`config.mk`:
```
export PLATFORM = sky130hd
export DESIGN_NAME = obuf_maxpool_reader
export DESIGN_NICKNAME = d
export VERILOG_FILES = /design/src/rtl/obuf_maxpool_reader.sv
export SDC_FILE = /design/constraint.sdc
export NUM_CORES = 2
export LEC_CHECK = 0
export ABC_CLOCK_PERIOD_IN_PS = 10000
export BUFFER_PORTS_ARGS = -buffer_cell sky130_fd_sc_hd__buf_4
export CORE_AREA = 5 5 750 752
export CTS_CLUSTER_DIAMETER = 100
export DETAILED_ROUTE_END_ITERATION = 16
export DIE_AREA = 0 0 755 757
export GPL_TIMING_DRIVEN = 0
export MAX_ROUTING_LAYER = met4
export PLACE_DENSITY = 0.3
export SYNTH_ARGS = -nofsm -noshare
export SYNTH_HDL_FRONTEND = slang
export SYNTH_SLANG_ARGS = --single-unit
```
`constraint.sdc`:
```
create_clock -name clk -period 10 [get_ports clk]
set_clock_uncertainty 0.2 [all_clocks]
set_input_delay 0.5 -clock clk [delete_from_list [all_inputs] [get_ports clk]]
set_output_delay 0.5 -clock clk [all_outputs]
set_load 0.05 [all_outputs]
```
`src/rtl/obuf_maxpool_reader.sv`:
```
// obuf_maxpool_reader
//
// Sweeps every non-overlapping 2x2 window of the feature-map tile held in the
// output buffer's 32-entry register files. All lanes are read in lockstep. The
// four returned values per lane are reduced to their signed maximum. Each pooled
// lane vector leaves on a valid/ready stream.
//
// Build option:
//   OBUF_POOL_RELU_EN  When defined, each lane result is clamped to zero if it is
//                      negative (ReLU fused after the max). Address generation,
//                      timing and handshake are the same in both builds.
//
// Parameters:
//   width       number of lanes (register files)
//   data_width  element width, two's-complement signed
//   MAP_W       tile row length in entries. It must be even and divide 32, and
//               32/MAP_W must be even.
//
// Ports:
//   clk            rising-edge clock
//   nrst           synchronous active-low reset
//   start          one-cycle request to pool the resident tile
//   busy           high from the cycle after an accepted start through the done cycle
//   done           one-cycle pulse after the last pooled vector is accepted
//   add_1..add_4   per-lane read addresses, lane i at [5*i +: 5], same value on all lanes
//   out1..out4     per-lane read data, lane i at [data_width*i +: data_width]
//   pool_data      pooled vector, same lane packing as out1..out4
//   pool_valid     pooled vector valid
//   pool_ready     downstream accept
//   pool_last      marks the final window of the tile

module obuf_maxpool_reader #(
  parameter int unsigned width      = 32,
  parameter int unsigned data_width = 8,
  parameter int unsigned MAP_W      = 8
) (
  input  logic                        clk,
  input  logic                        nrst,
  input  logic                        start,
  output logic                        busy,
  output logic                        done,
  output logic [5*width-1:0]          add_1,
  output logic [5*width-1:0]          add_2,
  output logic [5*width-1:0]          add_3,
  output logic [5*width-1:0]          add_4,
  input  logic [data_width*width-1:0] out1,
  input  logic [data_width*width-1:0] out2,
  input  logic [data_width*width-1:0] out3,
  input  logic [data_width*width-1:0] out4,
  output logic [data_width*width-1:0] pool_data,
  output logic                        pool_valid,
  input  logic                        pool_ready,
  output logic                        pool_last
);

  // Tile geometry
  localparam int unsigned MapH  = 32 / MAP_W;
  localparam int unsigned HalfW = MAP_W / 2;
  localparam int unsigned NWin  = (MapH / 2) * HalfW;
  localparam int unsigned WinW  = (NWin > 1) ? $clog2(NWin) : 1;
  localparam int unsigned ColW  = (HalfW > 1) ? $clog2(HalfW) : 1;

  localparam logic [WinW-1:0] LastWin = WinW'(NWin - 1);
  localparam logic [ColW-1:0] LastCol = ColW'(HalfW - 1);

  // Step from one window base to the next one in the same row-pair is 2. At the
  // end of a row-pair the step is 2 + MAP_W: the window skips the odd row that
  // the current windows already cover.
  localparam logic [4:0] ColStep = 5'd2;
  localparam logic [4:0] RowStep = 5'(MAP_W + 2);
  localparam logic [4:0] Off3    = 5'(MAP_W);
  localparam logic [4:0] Off4    = 5'(MAP_W + 1);

  localparam logic [1:0] StIdle  = 2'd0;
  localparam logic [1:0] StRun   = 2'd1;
  localparam logic [1:0] StFlush = 2'd2;

  logic [1:0]                  state_q, state_d;
  logic [WinW-1:0]             win_q, win_d;
  logic [ColW-1:0]             col_q, col_d;
  logic [4:0]                  a1_q, a1_d;
  logic [4:0]                  a2_q, a2_d;
  logic [4:0]                  a3_q, a3_d;
  logic [4:0]                  a4_q, a4_d;
  logic [data_width*width-1:0] data_q, data_d;
  logic                        valid_q, valid_d;
  logic                        last_q, last_d;
  logic                        done_q, done_d;

  logic                        cap;
  logic                        hs;
  logic                        last_win;
  logic [4:0]                  step;
  logic [data_width*width-1:0] lane_max;

  // Signed maximum of two elements. Ties return either value, and both are identical.
  function automatic logic [data_width-1:0] smax(input logic [data_width-1:0] a,
                                                 input logic [data_width-1:0] b);
    smax = ($signed(a) > $signed(b)) ? a : b;
  endfunction

  // Per-lane 4:1 max reduction. An optional ReLU clamp follows the max.
  for (genvar i = 0; i < width; i++) begin : g_lane
    logic [data_width-1:0] m12;
    logic [data_width-1:0] m34;
    logic [data_width-1:0] m;

    assign m12 = smax(out1[i*data_width +: data_width], out2[i*data_width +: data_width]);
    assign m34 = smax(out3[i*data_width +: data_width], out4[i*data_width +: data_width]);
    assign m   = smax(m12, m34);
`ifdef OBUF_POOL_RELU_EN
    assign lane_max[i*data_width +: data_width] = m[data_width-1] ? '0 : m;
`else
    assign lane_max[i*data_width +: data_width] = m;
`endif
  end

  // A new vector may be captured when the output slot is empty or is being drained now.
  assign cap      = !valid_q || pool_ready;
  assign hs       = valid_q && pool_ready;
  assign last_win = (win_q == LastWin);
  assign step     = (col_q == LastCol) ? RowStep : ColStep;

  always_comb begin
    state_d = state_q;
    win_d   = win_q;
    col_d   = col_q;
    a1_d    = a1_q;
    a2_d    = a2_q;
    a3_d    = a3_q;
    a4_d    = a4_q;
    data_d  = data_q;
    // A handshake that is not replaced by a fresh capture empties the output slot.
    valid_d = valid_q && !pool_ready;
    last_d  = last_q;
    done_d  = 1'b0;

    case (state_q)
      StIdle: begin
        // Keep window 0 preloaded, so that its addresses are valid in the first RUN cycle.
        win_d = '0;
        col_d = '0;
        a1_d  = 5'd0;
        a2_d  = 5'd1;
        a3_d  = Off3;
        a4_d  = Off4;
        // In the done cycle the tile is still being closed out, so a start is dropped.
        if (start && !done_q) begin
          state_d = StRun;
        end
      end

      StRun: begin
        if (cap) begin
          data_d  = lane_max;
          valid_d = 1'b1;
          last_d  = last_win;
          if (last_win) begin
            state_d = StFlush;
          end else begin
            win_d = win_q + 1'b1;
            col_d = (col_q == LastCol) ? '0 : col_q + 1'b1;
            a1_d  = a1_q + step;
            a2_d  = a2_q + step;
            a3_d  = a3_q + step;
            a4_d  = a4_q + step;
          end
        end
      end

      StFlush: begin
        if (hs) begin
          valid_d = 1'b0;
          last_d  = 1'b0;
          done_d  = 1'b1;
          state_d = StIdle;
        end
      end

      default: begin
        state_d = StIdle;
      end
    endcase
  end

  always_ff @(posedge clk) begin
    if (!nrst) begin
      state_q <= StIdle;
      win_q   <= '0;
      col_q   <= '0;
      a1_q    <= '0;
      a2_q    <= '0;
      a3_q    <= '0;
      a4_q    <= '0;
      data_q  <= '0;
      valid_q <= 1'b0;
      last_q  <= 1'b0;
      done_q  <= 1'b0;
    end else begin
      state_q <= state_d;
      win_q   <= win_d;
      col_q   <= col_d;
      a1_q    <= a1_d;
      a2_q    <= a2_d;
      a3_q    <= a3_d;
      a4_q    <= a4_d;
      data_q  <= data_d;
      valid_q <= valid_d;
      last_q  <= last_d;
      done_q  <= done_d;
    end
  end

  // The same address goes to every lane.
  assign add_1      = {width{a1_q}};
  assign add_2      = {width{a2_q}};
  assign add_3      = {width{a3_q}};
  assign add_4      = {width{a4_q}};
  assign pool_data  = data_q;
  assign pool_valid = valid_q;
  assign pool_last  = last_q;
  assign done       = done_q;
  // Busy also covers the done cycle, so busy falls only after done.
  assign busy       = (state_q != StIdle) || done_q;

endmodule

```
==> impl_metrics.ini <==
[critical_path]
crit_required_ns = 10.43
regToRegEndpoint = pool_data[19]$_SDFFE_PN0P_
cp_top_family = buffers and inverters
worstPathArrival_ns = 6.17
end_kind = flop
cp.buffers_inverters = 6
cpPeakStageDelay_ns = 0.80
reg2reg_depth = 11
path_cells = dlygate4sd3_1, buf_4, inv_1, ha_1, nand3_1, o21bai_1, a31oi_1, o21ai_2, mux2i_1, inv_1, ha_1, or4b_2, a221oi_1, or3_1, clkbuf_1, o221ai_1, dlygate4sd3_1
crit_type = in2reg
r2r_start = state_q[1]$_SDFFE_PN0P_
ff2ff_setup_slack_ns = 5.19
cp-startpoint = out2[162]
crit_path_start_kind = input port
cpMaxStageDelayCell = mux2i_1
crit_fanout = 8

[cts]
cts_buffer_depth = 3
cts_root_buf = clkbuf_16
cts.sinks = 283
cts_setup_buffers = 0
clk_latency_ns = 0.70
clkTransAtPathRegs_ns = 0.05
numCtsBuffers = 53
cts_resized = 0
cts_tree = built
htree_levels = 2

[timing]
fin_crit_sh_pct = 57.4
hold_viol_final = 0
fmaxAchievable_ghz = 0.174
rsz0062_at_grt = false
fin_setup_tns_ns = 0
whs_ns = 0.0759
relSlewSlack_pct = -7.83
maxSlewViolCount = 3
final-setup-viol-count = 0
min_period_ns = 5.74
tightest_slew_ns = 1.57

[synth]
syn_area_per_cell_um2 = 8.05
yosys_warnings = 0
yosysSeqAreaShare_pct = 13.4
synth_seq_cells = 283
synth_edf_count = 0
synth_cell_types = 91
syn_inst = 5245
netlist_area_um2 = 42200
ys.flop_type = dfxtp_1
async_reset_ff_share_pct = 0

[run_status]
status = complete, but fails checks
violations = max-capacitance violations, max-slew violations

[placed_design]
hpwl_um = 360000
routabilityCongestion = 0.939
port_buffers = 1863
post_dp_cell_area_um2 = 66000

[final_layout]
layout_commonest_cell = buf_4
fin_area_um2 = 74800
areaGrowthSynthToFinish_pct = 77.2
layout.nets = 9714
drive_above_1_share_pct = 34.9
final_cell_mix = buf_4 (2,487), inv_1 (849), ha_1 (783), dlygate4sd3_1 (658), mux2i_1 (479)

[grt]
grt_pass1_vias = 48180
grt_use_total_pct = 13.4
grt_max_degree = 47
antenna_found_initial = 315
grt_pass1_wl_um = 492000
globalRouteOverflowTotal = 0

[route]
drt_wl_total_um = 392000
drt-initial-drc-count = 2642
drc = 0
postRouteAntennaNets = 0
via_per_inst = 3.16
first_pass_iters = 5
num_vias = 48689
wl_per_cell_um = 25.4

[worst_hold_path]
hold_start = out1[143]
hold_end = pool_data[143]$_SDFFE_PN0P_
hold_class = in2reg
min_path_cells = 3

[power_and_ir_drop]
p_comb_share_pct = 63.3
p_sw_share_pct = 50.7
seqPwrFrac_pct = 16.1
ir_drop_mv = 0.144
power_density_nw_per_um2 = 127
internal_power_mw = 4.71
p_switching_mw = 4.83
clkPwrFrac_pct = 20.6
cellLeakagePower_nw = 36.8

[die]
dieArea_um2 = 572000
die_height_um = 757
dieWidth_um = 755
coreArea_um2 = 555000
num_rows = 274
boundaryPins = 1928
initial_utilization_pct = 7.61

[flow_run]
maxCapViolCount = 1
[synth_stat cells, types with 14 or more instances]
master | number | share of area (%)
inv_1 | 849 | 7.5
ha_1 | 783 | 23
buf_4 | 624 | 11
mux2i_1 | 480 | 11
nand2_1 | 379 | 3.4
dfxtp_1 | 283 | 13
o221ai_1 | 228 | 4.7
a21oi_1 | 169 | 2.0
nand3_1 | 136 | 1.6
nor2_1 | 125 | 1.1
o21ai_0 | 107 | 1.3
nand2b_1 | 101 | 1.5
nor2b_1 | 99 | 1.5
clkbuf_1 | 82 | 0.73
nand4_1 | 69 | 1.0
o211ai_1 | 53 | 0.94
a31oi_1 | 40 | 0.59
a221oi_2 | 35 | 1.2
a21o_1 | 33 | 0.59
or3_1 | 28 | 0.41
nor3_1 | 26 | 0.31
and3_1 | 23 | 0.34
o21a_1 | 23 | 0.41
o21ai_1 | 22 | 0.26
a22oi_1 | 21 | 0.37
a32oi_1 | 21 | 0.44
o21bai_1 | 20 | 0.36
a2111o_1 | 19 | 0.51
o21ai_2 | 19 | 0.39
buf_1 | 18 | 0.16
and4_1 | 17 | 0.35
o22ai_1 | 16 | 0.24
a221oi_1 | 15 | 0.31
nor4b_1 | 15 | 0.31
o2111ai_1 | 14 | 0.29
[flip-flops by register name, indices dropped and copies added (netlist names)]
signal / cells
state_q: 2
done: 1
a2_q: 5
a3_q: 4
a1_q: 4
pool_valid: 1
pool_last: 1
a4_q: 4
pool_data: 256
win_q: 3
col_q: 2
[worst reg2reg max path, stage by stage (launching register included)]
cell	delay, ns
dfxtp_1	0.35
inv_1	0.09
ha_1	0.18
clkbuf_1	0.22
nand2_1	0.20
and2_1	0.53
clkbuf_1	0.33
clkbuf_1	0.93
clkbuf_1	0.89
nand2_1	0.18
o221ai_1	0.10
dlygate4sd3_1	0.56
[repair_timing]
item	in CTS	in global routing
endpoints found under the setup margin	0	0
hold buffers	658	0
hold endpoints to repair	262	0
[routing by layer]
layer | track usage, % | share of wire [%] | wire length, µm | vias to the layer above
met5 | - | 0 | 0 | -
met4 | 3.94 | 3.2 | 12700 | 0
met3 | 6.71 | 12 | 45300 | 392
met2 | 20.3 | 43 | 169000 | 2003
met1 | 15.5 | 42 | 165000 | 22690
li1 | - | - | - | 23604
[worst max path at each step]
stage / depth (start not counted) / slack (ns) / endpoint
detailed placement: 14 / 3.89 / pool_data[232]$_SDFFE_PN0P_
CTS: 15 / 4.26 / pool_data[238]$_SDFFE_PN0P_
finish: 17 / 4.26 / pool_data[162]$_SDFFE_PN0P_
global placement: 8 / 3.52 / pool_data[196]$_SDFFE_PN0P_
global route: 16 / 3.96 / pool_data[237]$_SDFFE_PN0P_
floorplan: 15 / 6.02 / pool_data[177]$_SDFFE_PN0P_
[through the flow]
stage                     worst slack (ns)  std cells  utilization, %  power (mW)
after floorplan                       6.02       5308               -        4.72
after global placement                3.52      14485            11.8        7.26
after detailed placement              3.89      14502            11.9        7.22
after CTS                             4.26      15255            13.4        9.78
after global routing                  3.96      15400            13.5        10.2
final                                 4.26      15421            13.5        9.54
[power by group through the flow]
stage	registers (mW)	logic, mW	clock network, mW
floorplan	2.19	2.54	0
finish	1.54	6.04	1.97
global placement	1.58	5.68	0
CTS	1.55	6.16	2.07
detailed placement	1.57	5.66	0
global route	1.57	6.53	2.10
[kinds of logic after synthesis]
kind of cell             Yosys count  synth area share (%)
buffers and inverters           1583                  19.7
AND/OR/NAND/NOR                 1099                  13.4
AO/OA/AOI/OAI                    988                  18.1
adder cells (fa/ha/maj)          783                  23.2
multiplexers                     499                  12.0
flip-flops                       283                  13.4
XOR/XNOR                           9                 0.187
other                              1               0.00888
[layout make-up]
| class | instances | area [µm²] |
|---|---|---|
| Antenna cell | 164 | 410 |
| Buffer | 733 | 5130 |
| Clock buffer | 74 | 1540 |
| Clock inverter | 21 | 263 |
| Fill cell | 64223 | 480000 |
| Inverter | 850 | 3190 |
| Multi-Input combinational cell | 3442 | 28500 |
| Sequential cell | 283 | 5690 |
| Tap cell | 7314 | 9150 |
| Timing Repair Buffer | 2540 | 21000 |
No activity file was read; power rests on OpenSTA's default activity.
